**src/rtl/soc1_sysid_timer.sv**
```systemverilog
// System ID / build timestamp block with a prescaled 64-bit uptime counter and scratch registers.
// The uptime counter is read LO-first: a LO read latches HI into a shadow, so the pair stays coherent.
module soc1_sysid_timer #(
  parameter logic [31:0] ID_VALUE     = 32'h672380AE,
  parameter logic [31:0] TIMESTAMP    = 32'h00000000,
  parameter int          NUM_SCRATCH  = 4,
  parameter logic [31:0] PRESCALE_RST = 32'd49,
  localparam int         ADDR_W       = $clog2(6 + NUM_SCRATCH)
) (
  input  logic              clock,
  input  logic              reset,
  input  logic [ADDR_W-1:0] address,
  input  logic              read,
  input  logic              write,
  input  logic [31:0]       writedata,
  output logic [31:0]       readdata,
  output logic              readdatavalid
);

  localparam logic [ADDR_W-1:0] A_ID  = ADDR_W'(0);
  localparam logic [ADDR_W-1:0] A_TS  = ADDR_W'(1);
  localparam logic [ADDR_W-1:0] A_LO  = ADDR_W'(2);
  localparam logic [ADDR_W-1:0] A_HI  = ADDR_W'(3);
  localparam logic [ADDR_W-1:0] A_CTL = ADDR_W'(4);
  localparam logic [ADDR_W-1:0] A_PRE = ADDR_W'(5);

  logic        en_q, en_d;
  logic [31:0] prescale_q, prescale_d;
  logic [31:0] cnt_q, cnt_d;
  logic [63:0] uptime_q, uptime_d;
  logic [31:0] shadow_q, shadow_d;
  logic [31:0] scratch_q [NUM_SCRATCH];
  logic [31:0] scratch_d [NUM_SCRATCH];
  logic [31:0] readdata_q, readdata_d;
  logic        rdv_q, rdv_d;

  logic        rd_acc;
  logic        wr_ctl;
  logic        wr_pre;
  logic        clr;
  logic        tick;
  logic [31:0] rmux;

  // Write wins over a simultaneous read; the read is simply not accepted.
  assign rd_acc = read & ~write;
  assign wr_ctl = write && (address == A_CTL);
  assign wr_pre = write && (address == A_PRE);
  assign clr    = wr_ctl & writedata[1];
  assign tick   = en_q && (cnt_q == prescale_q);

  always_comb begin
    en_d       = en_q;
    prescale_d = prescale_q;
    cnt_d      = cnt_q;
    uptime_d   = uptime_q;
    scratch_d  = scratch_q;

    if (wr_ctl) en_d = writedata[0];
    if (wr_pre) prescale_d = writedata;

    if (en_q) cnt_d = tick ? 32'd0 : cnt_q + 32'd1;
    if (clr || wr_pre) cnt_d = 32'd0;

    if (tick) uptime_d = uptime_q + 64'd1;
    if (clr) uptime_d = 64'd0;

    for (int i = 0; i < NUM_SCRATCH; i++) begin
      if (write && (address == ADDR_W'(6 + i))) scratch_d[i] = writedata;
    end
  end

  always_comb begin
    rmux = 32'd0;
    case (address)
      A_ID:    rmux = ID_VALUE;
      A_TS:    rmux = TIMESTAMP;
      A_LO:    rmux = uptime_q[31:0];
      A_HI:    rmux = shadow_q;
      A_CTL:   rmux = {31'd0, en_q};
      A_PRE:   rmux = prescale_q;
      default: rmux = 32'd0;
    endcase
    for (int i = 0; i < NUM_SCRATCH; i++) begin
      if (address == ADDR_W'(6 + i)) rmux = scratch_q[i];
    end
  end

  always_comb begin
    shadow_d   = shadow_q;
    readdata_d = readdata_q;
    rdv_d      = rd_acc;
    if (rd_acc) begin
      readdata_d = rmux;
      if (address == A_LO) shadow_d = uptime_q[63:32];
    end
  end

  always_ff @(posedge clock) begin
    if (reset) begin
      en_q       <= 1'b0;
      prescale_q <= PRESCALE_RST;
      cnt_q      <= 32'd0;
      uptime_q   <= 64'd0;
      shadow_q   <= 32'd0;
      readdata_q <= 32'd0;
      rdv_q      <= 1'b0;
      for (int i = 0; i < NUM_SCRATCH; i++) scratch_q[i] <= 32'd0;
    end else begin
      en_q       <= en_d;
      prescale_q <= prescale_d;
      cnt_q      <= cnt_d;
      uptime_q   <= uptime_d;
      shadow_q   <= shadow_d;
      readdata_q <= readdata_d;
      rdv_q      <= rdv_d;
      for (int i = 0; i < NUM_SCRATCH; i++) scratch_q[i] <= scratch_d[i];
    end
  end

  assign readdata      = readdata_q;
  assign readdatavalid = rdv_q;

endmodule
```
**config.mk**
```make
export PLATFORM = sky130hd
export DESIGN_NAME = soc1_sysid_timer
export DESIGN_NICKNAME = d
export VERILOG_FILES = /design/src/rtl/soc1_sysid_timer.sv
export SDC_FILE = /design/constraint.sdc
export NUM_CORES = 1
export LEC_CHECK = 0
export ABC_AREA = 1
export CELL_PAD_IN_SITES_DETAIL_PLACEMENT = 0
export CELL_PAD_IN_SITES_GLOBAL_PLACEMENT = 1
export CORE_UTILIZATION = 35
export CTS_CLUSTER_DIAMETER = 80
export CTS_CLUSTER_SIZE = 25
export DETAILED_ROUTE_END_ITERATION = 6
export DONT_BUFFER_PORTS = 1
export PLACE_DENSITY_LB_ADDON = 0.1
export SYNTH_ARGS = -nofsm -noshare
export SYNTH_HDL_FRONTEND = slang
export SYNTH_SLANG_ARGS = --single-unit
```
**constraint.sdc**
```tcl
create_clock -name clock -period 4.95 [get_ports clock]
set_input_delay 0.7425 -clock clock [delete_from_list [all_inputs] [get_ports clock]]
set_output_delay 0.7425 -clock clock [all_outputs]
set_load 0.05 [all_outputs]
```
==> summary.txt, run 1 <==
Run
  • Max Cap Viol: 0

Floorplan
  • Initial Util: between 30% and 40%
  • Ports: 73
  • Die boundary width: around 220 um
  • Core area: 47000 um^2
  • DIE AREA: around 50000 um^2
  • Row count: 79
  • Chip height: 221 um

Setup path
  • CP Max Fanout: 36
  • Worst Path Class, Setup: in -> reg
  • CP endpoint kind: register
  • R2R setup slack: roughly 2300 ps
  • CP arrival: about 3600 ps
  • Req. time, crit path: around 5400 ps
  • Crit start category: input port

Timing
  • Worst-Margin Slew: 959 ps
  • Final hold viol count: 0
  • RSZ-0062 raised after global routing: false
  • Tcrit/Tclk final: a little over 60%
  • Final worst slack: approximately 1900 ps
  • Worst hold slack: ~200 ps
  • Layout Skew: around 31 ps
  • Rel. slew slack: between 30% and 40%
  • TNS Setup: 0 ps
  • Final setup viols: 0
  • Max-slew violation total from the final report: 0
  • Max Freq: approximately 0.32 GHz
  • Final min period: approximately 3100 ps

Pwr
  • Sequential Power Share: about half
  • NetSw: approximately 1400 uW
  • PwrDens: just under 300 nW/um^2
  • Sw Share: between 20% and 30%
  • Pint: roughly 3800 uW
  • Clock network power share: about 45%
  • Leakage: slightly above 0.006 uW
  • Peak VDD IR: around 0.28 mV
  • Combinational power share: 4.4%

Clock tree
  • Post-CTS Setup Repair Bufs: 0
  • Number of CTS-inserted buffers: 26
  • CTS clk-pin slew, worst paths: 90 ps
  • Skew-Pair Late Insertion Delay: approximately 610 ps
  • TritonCTS clock tree: done
  • H-tree Lvls: 1
  • Sink Count: around 320
  • Resize count post-CTS: 0
  • CTS hold repair buffers: 0
  • Clock Tree Root: clkbuf_16
  • CTS max path bufs: 3

Detailed routing
  • Via count: approximately 17000
  • Vias/cell: 5.34
  • Drt pass-1 iters: 5
  • Routed wire per std cell: approximately 21 um
  • Antenna viol nets, final: 0
  • Post-route DRC: 0
  • DRT iter0 DRCs: roughly 1300
  • WL final: between 60000 and 70000 um

Synth
  • Synth Cell Area: 16800 um^2
  • Cell variety after synth: 34
  • YS warnings: 0
  • Post-synth EDFFs: 0
  • Syn_nets: about 2700
  • Post-synthesis sequential area ratio: a little under two fifths
  • Cells after synthesis: 2628
  • Flops & latches, synth: about 320
  • Main synth FF type: dfxtp_1
  • Synth Area per Inst: roughly 6.4 um^2
  • FFs w/ async S/R, synth: 0%

Worst hold path
  • Worst Hold Class: in -> reg

Placement
  • I/O Buffers: 0
  • Place WS: 1290 ps
  • Dpl hpwl: approximately 48000 um
  • GP Congestion: 0.934

GRT
  • First-pass GRT wire length: 99700 um
  • Antenna violations before repair: 4
  • Largest net degree at the start of global routing: roughly 130
  • Vias in the first global route: 15905
  • Aggregate global routing overflow: 0
  • Global-route usage over all layers: a little over a quarter

Status
  • Outcome: finished clean

Final layout
  • Final nets: approximately 2600
  • Layout Utilization: 38.2%
  • Area Overhead vs Synth: 6.83%
  • Share of cells above drive strength 1: around 4.0%
[synth_stat cells (2+ instances only)]
cell type	count	area [um^2]
nor2_4	7	78.8
nor3_1	31	155
buf_6	11	124
o211ai_1	27	203
nand4_1	58	363
o21ai_0	143	716
buf_2	43	215
inv_1	205	769
xnor2_1	18	158
ha_1	2	25.0
nor4_1	4	25.0
nand2_2	7	43.8
nand3b_1	4	30.0
nor2_2	2	12.5
buf_1	5	18.8
nor2_1	275	1030
dfxtp_1	322	6450
nand3_1	241	1210
xor2_1	25	219
a21oi_1	300	1500
nand2_1	794	2980
clkbuf_1	70	263
buf_4	8	60.1
inv_2	15	56.3
o22ai_1	2	12.5
[critical path, cell delays in order]
cell,delay [ps]
inv_1,170
nor2_2,540
nand2_1,490
inv_2,120
buf_4,340
nand2_1,490
buf_4,390
o21ai_0,180
a21oi_1,50
[power by group through the flow]
stage / clock network (uW) / logic [uW] / registers [uW]
floorplan: 0 / 198 / 2700
global placement: 0 / 232 / 2710
detailed placement: 0 / 234 / 2710
CTS: 2410 / 234 / 2650
global route: 2490 / 262 / 2650
finish: 2370 / 234 / 2650
[sequential cells by signal, indices dropped and copies added (netlist names)]
| signal | count |
|---|---|
| scratch_q | 128 |
| uptime_q | 64 |
| cnt_q | 32 |
| prescale_q | 32 |
| readdata | 32 |
| shadow_q | 32 |
| en_q | 1 |
| readdatavalid | 1 |
[per-stage QoR]
step,instances,cell area [um^2],total power (uW)
2_1_floorplan,2628,16800,2900
3_3_place_gp,3111,17000,2940
3_5_place_dp,3111,17000,2950
4_1_cts,3159,17900,5300
5_1_grt,3159,17900,5410
6_report,3161,18000,5260
[logic make-up after synthesis]
kind of cell / synth area share, %
buffers and inverters: 9.02
adder cells (fa/ha/maj): 0.149
AND/OR/NAND/NOR: 35.7
flip-flops: 38.4
AO/OA/AOI/OAI: 14.6
XOR/XNOR: 2.24
[path summary, 6_finish.rpt]
kind / from / end / cells past startpoint
max: address[1] / scratch_q[100] / 9
min reg2reg: shadow_q[18] / shadow_q[18] / 2
min: reset / scratch_q[20] / 1
max reg2reg: cnt_q[26] / uptime_q[4] / 11
[layout make-up]
type                       instances  area, um^2
clock inverter                    17         238
fill                            5168       29000
timing repair buffer              14         105
tap                              607         759
sequential                       322        6450
antenna                            2        5.00
inverter                         221         830
multi-input combinational       1947        8860
clock buffer                      31         711
[placed cells by master, fill, tap and decap left out, types with 2 or more instances in the layout]
cell type	count
nand2_1	793
dfxtp_1	321
a21oi_1	300
nor2_1	275
nand3_1	240
inv_1	203
o21ai_0	143
nand4_1	58
nor3_1	31
o211ai_1	27
clkbuf_16	27
xor2_1	25
xnor2_1	18
inv_2	17
buf_4	14
nand2_2	8
nor2_4	7
nand3b_1	4
nor4_1	4
clkinv_8	4
inv_16	4
inv_6	3
clkinvlp_4	3
diode_2	2
nor2_2	2
o22ai_1	2
ha_1	2
clkbuf_1	2
clkbuf_8	2
[layer usage]
| metal | track usage (%) | up-vias | part of all wire (%) |
|---|---|---|---|
| met1 | 35.1 | 8034 | 45 |
| met4 | 6.90 | 0 | 2.8 |
| met2 | 45.7 | 416 | 48 |
| li1 | - | 8337 | - |
| met3 | 2.50 | 86 | 4.3 |
| met5 | 0 | - | 0 |
Note: power is estimated with default switching activity, not from simulation.
==> inputs of run 2 (changes only) <==
Clock period 4.95 ns to 3.22 ns, I/O delays scaled along.
==> run 2 against run 1 <==
  * The run now ends with DRC left
  * Combinational power is 70% higher
  * Clock power is 55% higher
  * Clock-buffer cell count is 2 lower
  * Flip-flop and latch count stayed put
  * First-iteration DRC count is 18% higher
  * Power is 55% higher
  * Critical path type is now reg -> reg
  * Largest cell class unchanged
==> summary.txt, run 2 (synthesis gave the netlist of run 1 again) <==
Setup path
  • CP Max Fanout: 33
  • CP top delay family: simple AND/OR/NAND/NOR gates
  • Crit start category: register
  • Crit-path cells: inv_1 -> nand2_1 -> nand2_1 -> nor2_1 -> nand2_1 -> nor2_1 -> nand2_2 -> nor2_8 -> buf_12 -> nand3_1 -> a21oi_1
  • CP arrival: between 2000 and 3000 ps
  • Req. time, crit path: approximately 3700 ps
  • Most frequent cell on the critical path: nand2_1
  • CP max stage cell: nor2_8
  • Worst Path Class, Setup: reg -> reg
  • Crit path buf inv count: 2
  • Crit-path max cell delay: 480 ps
  • CP endpoint kind: register

Timing
  • TNS Setup: 0 ps
  • Final min period: 2350 ps
  • Final setup viols: 0
  • Layout Skew: between 20 and 30 ps
  • Max Freq: 0.425 GHz
  • Max-slew violation total from the final report: 0
  • Tcrit/Tclk final: 73.0%
  • RSZ-0062 raised after global routing: false
  • Worst-Margin Slew: 900 ps
  • Rel. slew slack: 39.9%
  • Final worst slack: 868 ps
  • Final hold viol count: 0

Final layout
  • Share of cells above drive strength 1: 4.67%
  • Area Overhead vs Synth: 8.13%
  • Max reg flops: 128
  • Biggest regs: scratch_q: 128 flops, uptime_q: 64 flops
  • FF+latch area: 6450 um^2
  • Ant diodes: 0
  • Fill cells: 5118
  • Fin area: approximately 18000 um^2
  • Final nets: around 2600
  • Largest Register: scratch_q
  • Area of the multi-input gates: 8860 um^2
  • Commonest non-fill, non-tap cell in the layout: nand2_1
  • Most frequent cells in the layout: 793 x nand2_1, 321 x dfxtp_1, 300 x a21oi_1, 275 x nor2_1, 240 x nand3_1

Detailed routing
  • Routed wire per std cell: between 20 and 25 um
  • Vias/cell: ~5.3
  • Via count: ~17000
  • Post-route DRC: 3
  • DRT iter0 DRCs: between 1500 and 2000
  • Antenna viol nets, final: 0
  • Drt pass-1 iters: 7
  • WL final: between 60000 and 70000 um

Placement
  • Placed Area: 17200 um^2
  • Dpl hpwl: roughly 48000 um
  • I/O Buffers: 0
  • Place WS: between 600 and 700 ps
  • GP Congestion: just under 1

Status
  • Failing checks: DRC
  • Outcome: complete, but fails checks

Clock tree
  • H-tree Lvls: 1
  • Number of CTS-inserted buffers: 26
  • CTS max path bufs: 3
  • Resize count post-CTS: 0
  • CTS clk-pin slew, worst paths: 90 ps
  • TritonCTS clock tree: done
  • Skew-Pair Late Insertion Delay: approximately 590 ps
  • Clock Tree Root: clkbuf_16
  • Sink Count: 322

Floorplan
  • Initial Util: 35.8%
  • DIE AREA: just under 50000 um^2
  • Row count: 79
  • Chip height: 221 um
  • Core area: 47000 um^2
  • Ports: 73
  • Die boundary width: 221 um

Pwr
  • Peak VDD IR: between 0.3 and 0.4 mV
  • PwrDens: between 400 and 500 nW/um^2
  • Leakage: approximately 0.0063 uW

Worst hold path
  • Worst Hold Class: in -> reg

GRT
  • First-pass GRT wire length: 99700 um
  • Vias in the first global route: roughly 16000
  • Largest net degree at the start of global routing: approximately 130
  • Antenna violations before repair: 1
  • Aggregate global routing overflow: 0
  • Global-route usage over all layers: between 20% and 30%

Run
  • Max Cap Viol: 0
==> run 2: cell count changes in the layout (fill, tap and decap cells not counted), sizes merged, moves of 2 or more <==
cell and change:
clkinv +5, diode -2, clkbuf -2, inv -2, buf +18
==> run 2: worst paths after layout <==
| path | from | to | slack [ps] | cells after the start |
|---|---|---|---|---|
| worst max-delay path | cnt_q[16] | uptime_q[44] | 870 | 11 |
| worst max register to register | cnt_q[16] | uptime_q[44] | 870 | 11 |
| worst min register to register | shadow_q[10] | shadow_q[10] | 450 | 2 |
| worst min-delay path | writedata[0] | en_q | 30 | 2 |
==> run 2: per-stage QoR <==
stage / total power, uW / std cells / utilization (%) / hold WS (ps)
after floorplan: 4460 / 2628 / - / 424
after global placement: 4530 / 3128 / 36.5 / 435
final: 8140 / 3178 / 38.7 / 25.2
after CTS: 8230 / 3178 / 38.7 / 3.70
after global routing: 8450 / 3178 / 38.7 / 16.8
after detailed placement: 4530 / 3128 / 36.5 / 438
==> run 2: metal layers <==
| layer | up-vias | wire length (um) | GRT usage (%) |
|---|---|---|---|
| met5 | - | 0 | 0 |
| li1 | 8386 | - | - |
| met1 | 8104 | 29800 | 35.6 |
| met3 | 88 | 2890 | 2.71 |
| met4 | 0 | 2040 | 7.94 |
| met2 | 411 | 31300 | 44.8 |
==> run 2: where the power goes <==
part,switching [uW],leakage (uW),total [uW],internal [uW]
Sequential,48.5,0.00260,4070,4020
Combinational,297,0.00321,398,101
Clock,1900,0.000466,3670,1780
Total,2240,0.00627,8140,5900
==> run 2: timing repair <==
item,4_1_cts,5_1_grt
hold endpoints to repair,130,0
setup buffers,0,0
hold buffers,2,0
==> run 2: area by class of cell <==
type | count | area share (%)
clock buffers | 29 | 3.81
clock inverters | 19 | 1.59
inverters | 221 | 4.56
multi-input cells | 1947 | 48.8
flip-flops and latches | 322 | 35.5
well taps | 607 | 4.18
repair buffers | 33 | 1.62
==> inputs of run 3 (changes only) <==
Clock period 3.22 ns to 2 ns, I/O delays scaled along.
==> run 3 against run 2 <==
  * Largest power group unchanged
  * Sequential power rose by 61%
  * Core utilization increased by 4.8 points
  * The flow now finishes without violations
  * Design area rose by 13%
  * Global-route usage grew 1.7 points
  * Largest cell class unchanged
  * First-iteration DRC count rose by 7.6%
==> summary.txt, run 3 (synthesis gave the netlist of run 1 again) <==
Floorplan
  • Initial Util: 35.8%
  • Core area: roughly 47000 um^2
  • Die boundary width: between 200 and 250 um
  • DIE AREA: between 40000 and 50000 um^2
  • Ports: 73
  • Row count: a little under 80
  • Chip height: between 200 and 250 um

Clock tree
  • Skew-Pair Late Insertion Delay: between 600 and 700 ps
  • Sink Count: ~320
  • TritonCTS clock tree: done
  • CTS max path bufs: 3
  • CTS clk-pin slew, worst paths: approximately 90 ps
  • Clock Tree Root: clkbuf_16
  • Number of CTS-inserted buffers: 30
  • H-tree Lvls: 1

Detailed routing
  • Post-route DRC: 0
  • Via count: ~18000
  • Routed wire per std cell: ~21 um
  • Vias/cell: roughly 5.3
  • Drt pass-1 iters: 5
  • Antenna viol nets, final: 0
  • WL final: 71100 um
  • DRT iter0 DRCs: about 1600

Final layout
  • Area Overhead vs Synth: 21.7%
  • Max reg flops: 128
  • Share of cells above drive strength 1: roughly an eighth
  • Fin cells: 3404
  • Most frequent cells in the layout: 784 x nand2_1, 298 x a21oi_1, 289 x dfxtp_1, 259 x nor2_1, 240 x nand3_1
  • Commonest non-fill, non-tap cell in the layout: nand2_1
  • Biggest regs: scratch_q: 128 flops, uptime_q: 64 flops
  • Final nets: between 2000 and 3000
  • Ant diodes: 0
  • Largest Register: scratch_q

Timing
  • Final hold viol count: 0
  • Worst-Margin Slew: about 690 ps
  • Final min period: 1980 ps
  • Max Freq: between 0.5 and 0.6 GHz
  • Layout Skew: 35.4 ps
  • Max-slew violation total from the final report: 0
  • Final setup viols: 0
  • Rel. slew slack: about 54%
  • RSZ-0062 raised after global routing: true
  • Tcrit/Tclk final: 99.1%

Setup path
  • Crit-path max cell delay: ~550 ps
  • CP top delay family: buffers and inverters
  • Critical Path Stages: 9
  • CP max stage cell: dlygate4sd3_1
  • Crit path buf inv count: 4
  • CP endpoint kind: register
  • Req. time, crit path: around 2500 ps
  • Crit start category: register
  • CP arrival: around 2500 ps
  • CP Max Fanout: 2
  • Worst Path Class, Setup: reg -> reg
  • Most frequent cell on the critical path: buf_4
  • Reg2Reg Depth: 9
  • Crit-path cells: inv_1 -> buf_4 -> nor2_1 -> nor3_1 -> buf_4 -> nand4_1 -> nand3_1 -> a21oi_1 -> dlygate4sd3_1

GRT
  • Largest net degree at the start of global routing: 103
  • First-pass GRT wire length: 106000 um
  • Global-route usage over all layers: 28.3%
  • Aggregate global routing overflow: 0
  • Vias in the first global route: roughly 17000
  • Antenna violations before repair: 0

Pwr
  • Sequential Power Share: between 40% and 50%
  • Combinational power share: 6.4%
  • Peak VDD IR: ~0.64 mV
  • PwrDens: ~700 nW/um^2
  • Pint: between 10000 and 15000 uW
  • Clock network power share: 46.8%
  • Pwr Total: about 14000 uW
  • Leakage: between 0.007 and 0.008 uW
  • NetSw: 3890 uW
  • Sw Share: approximately 28%

Run
  • Max Cap Viol: 0

Worst hold path
  • Hold Path Depth: 2
  • Worst Hold Class: in -> reg

Placement
  • Post-Place Cells: roughly 3300
  • GP Congestion: 0.940
  • Dpl hpwl: roughly 51000 um
  • I/O Buffers: 0

Status
  • Outcome: finished clean
-- run 3: changes by cell type in the layout (fill, tap and decap cells not counted), sizes merged, moves of 2 or more --
cell | previous run | this run
inv | 225 | 229
buf | 32 | 182
clkinv | 12 | 9
bufinv | 1 | 3
clkbuf | 29 | 34
dlygate4sd3 | 1 | 68
-- run 3: final timing paths --
kind / slack, ps / from / endpoint
worst max-delay path: 20 / prescale_q[22] / readdata[22]
worst min register to register: 440 / shadow_q[16] / shadow_q[16]
worst max register to register: 20 / prescale_q[22] / readdata[22]
worst min-delay path: 30 / writedata[20] / prescale_q[20]
-- run 3: timing repair --
action                     CTS  global route
setup endpoints to repair    2            90
pin swaps                    0             3
resized for setup            1            69
hold endpoints to repair   192             0
gates cloned                 0             3
hold buffers                70             0
setup buffers                0             4
-- run 3: power by group through the flow --
stage                     Combinational, uW  Sequential (uW)  Clock, uW
final                                   895             6550       6540
after global routing                    968             6560       6910
after CTS                               885             6550       6660
after detailed placement                681             6700          0
after global placement                  679             6700          0
after floorplan                         491             6690          0
-- run 3: metrics by stage --
| stage | TNS [ps] | util [%] | instance area [um^2] | setup slack [ps] | hold slack (ps) |
|---|---|---|---|---|---|
| after floorplan | 0 | - | 16800 | 229 | 424 |
| after global placement | -44.5 | 39.1 | 18400 | -44.5 | 381 |
| after detailed placement | -39.3 | 39.1 | 18400 | -30.2 | 381 |
| after CTS | 0 | 43.0 | 20200 | 33.0 | 40.1 |
| after global routing | -59.2 | 43.5 | 20400 | -35.5 | 48.1 |
| final | 0 | 43.5 | 20400 | 17.4 | 33.9 |
-- run 3: per-layer routing --
metal  track usage (%)  wire length (um)  vias to the layer above
met5                 0                 0                        -
met4              8.75              2190                        0
met3              3.12              3160                      106
met2              48.4             33900                      469
met1              37.1             31800                     8647
li1                  -                 -                     8835
-- run 3: area by class of cell --
cell class	count	area, um^2
clock buffers	31	764
clock inverters	23	328
fillers	5040	26500
inverters	221	831
multi-input cells	1947	8950
flip-flops and latches	322	6490
well taps	607	759
repair buffers	253	2320
-- run 3: worst register-to-register path, cell delays in order (launching register included) --
cell           delay (ps)
dfxtp_2               350
inv_1                 100
buf_4                 150
nor2_1                 50
nor3_1                240
buf_4                 190
nand4_1               110
nand3_1               100
a21oi_1                60
dlygate4sd3_1         550
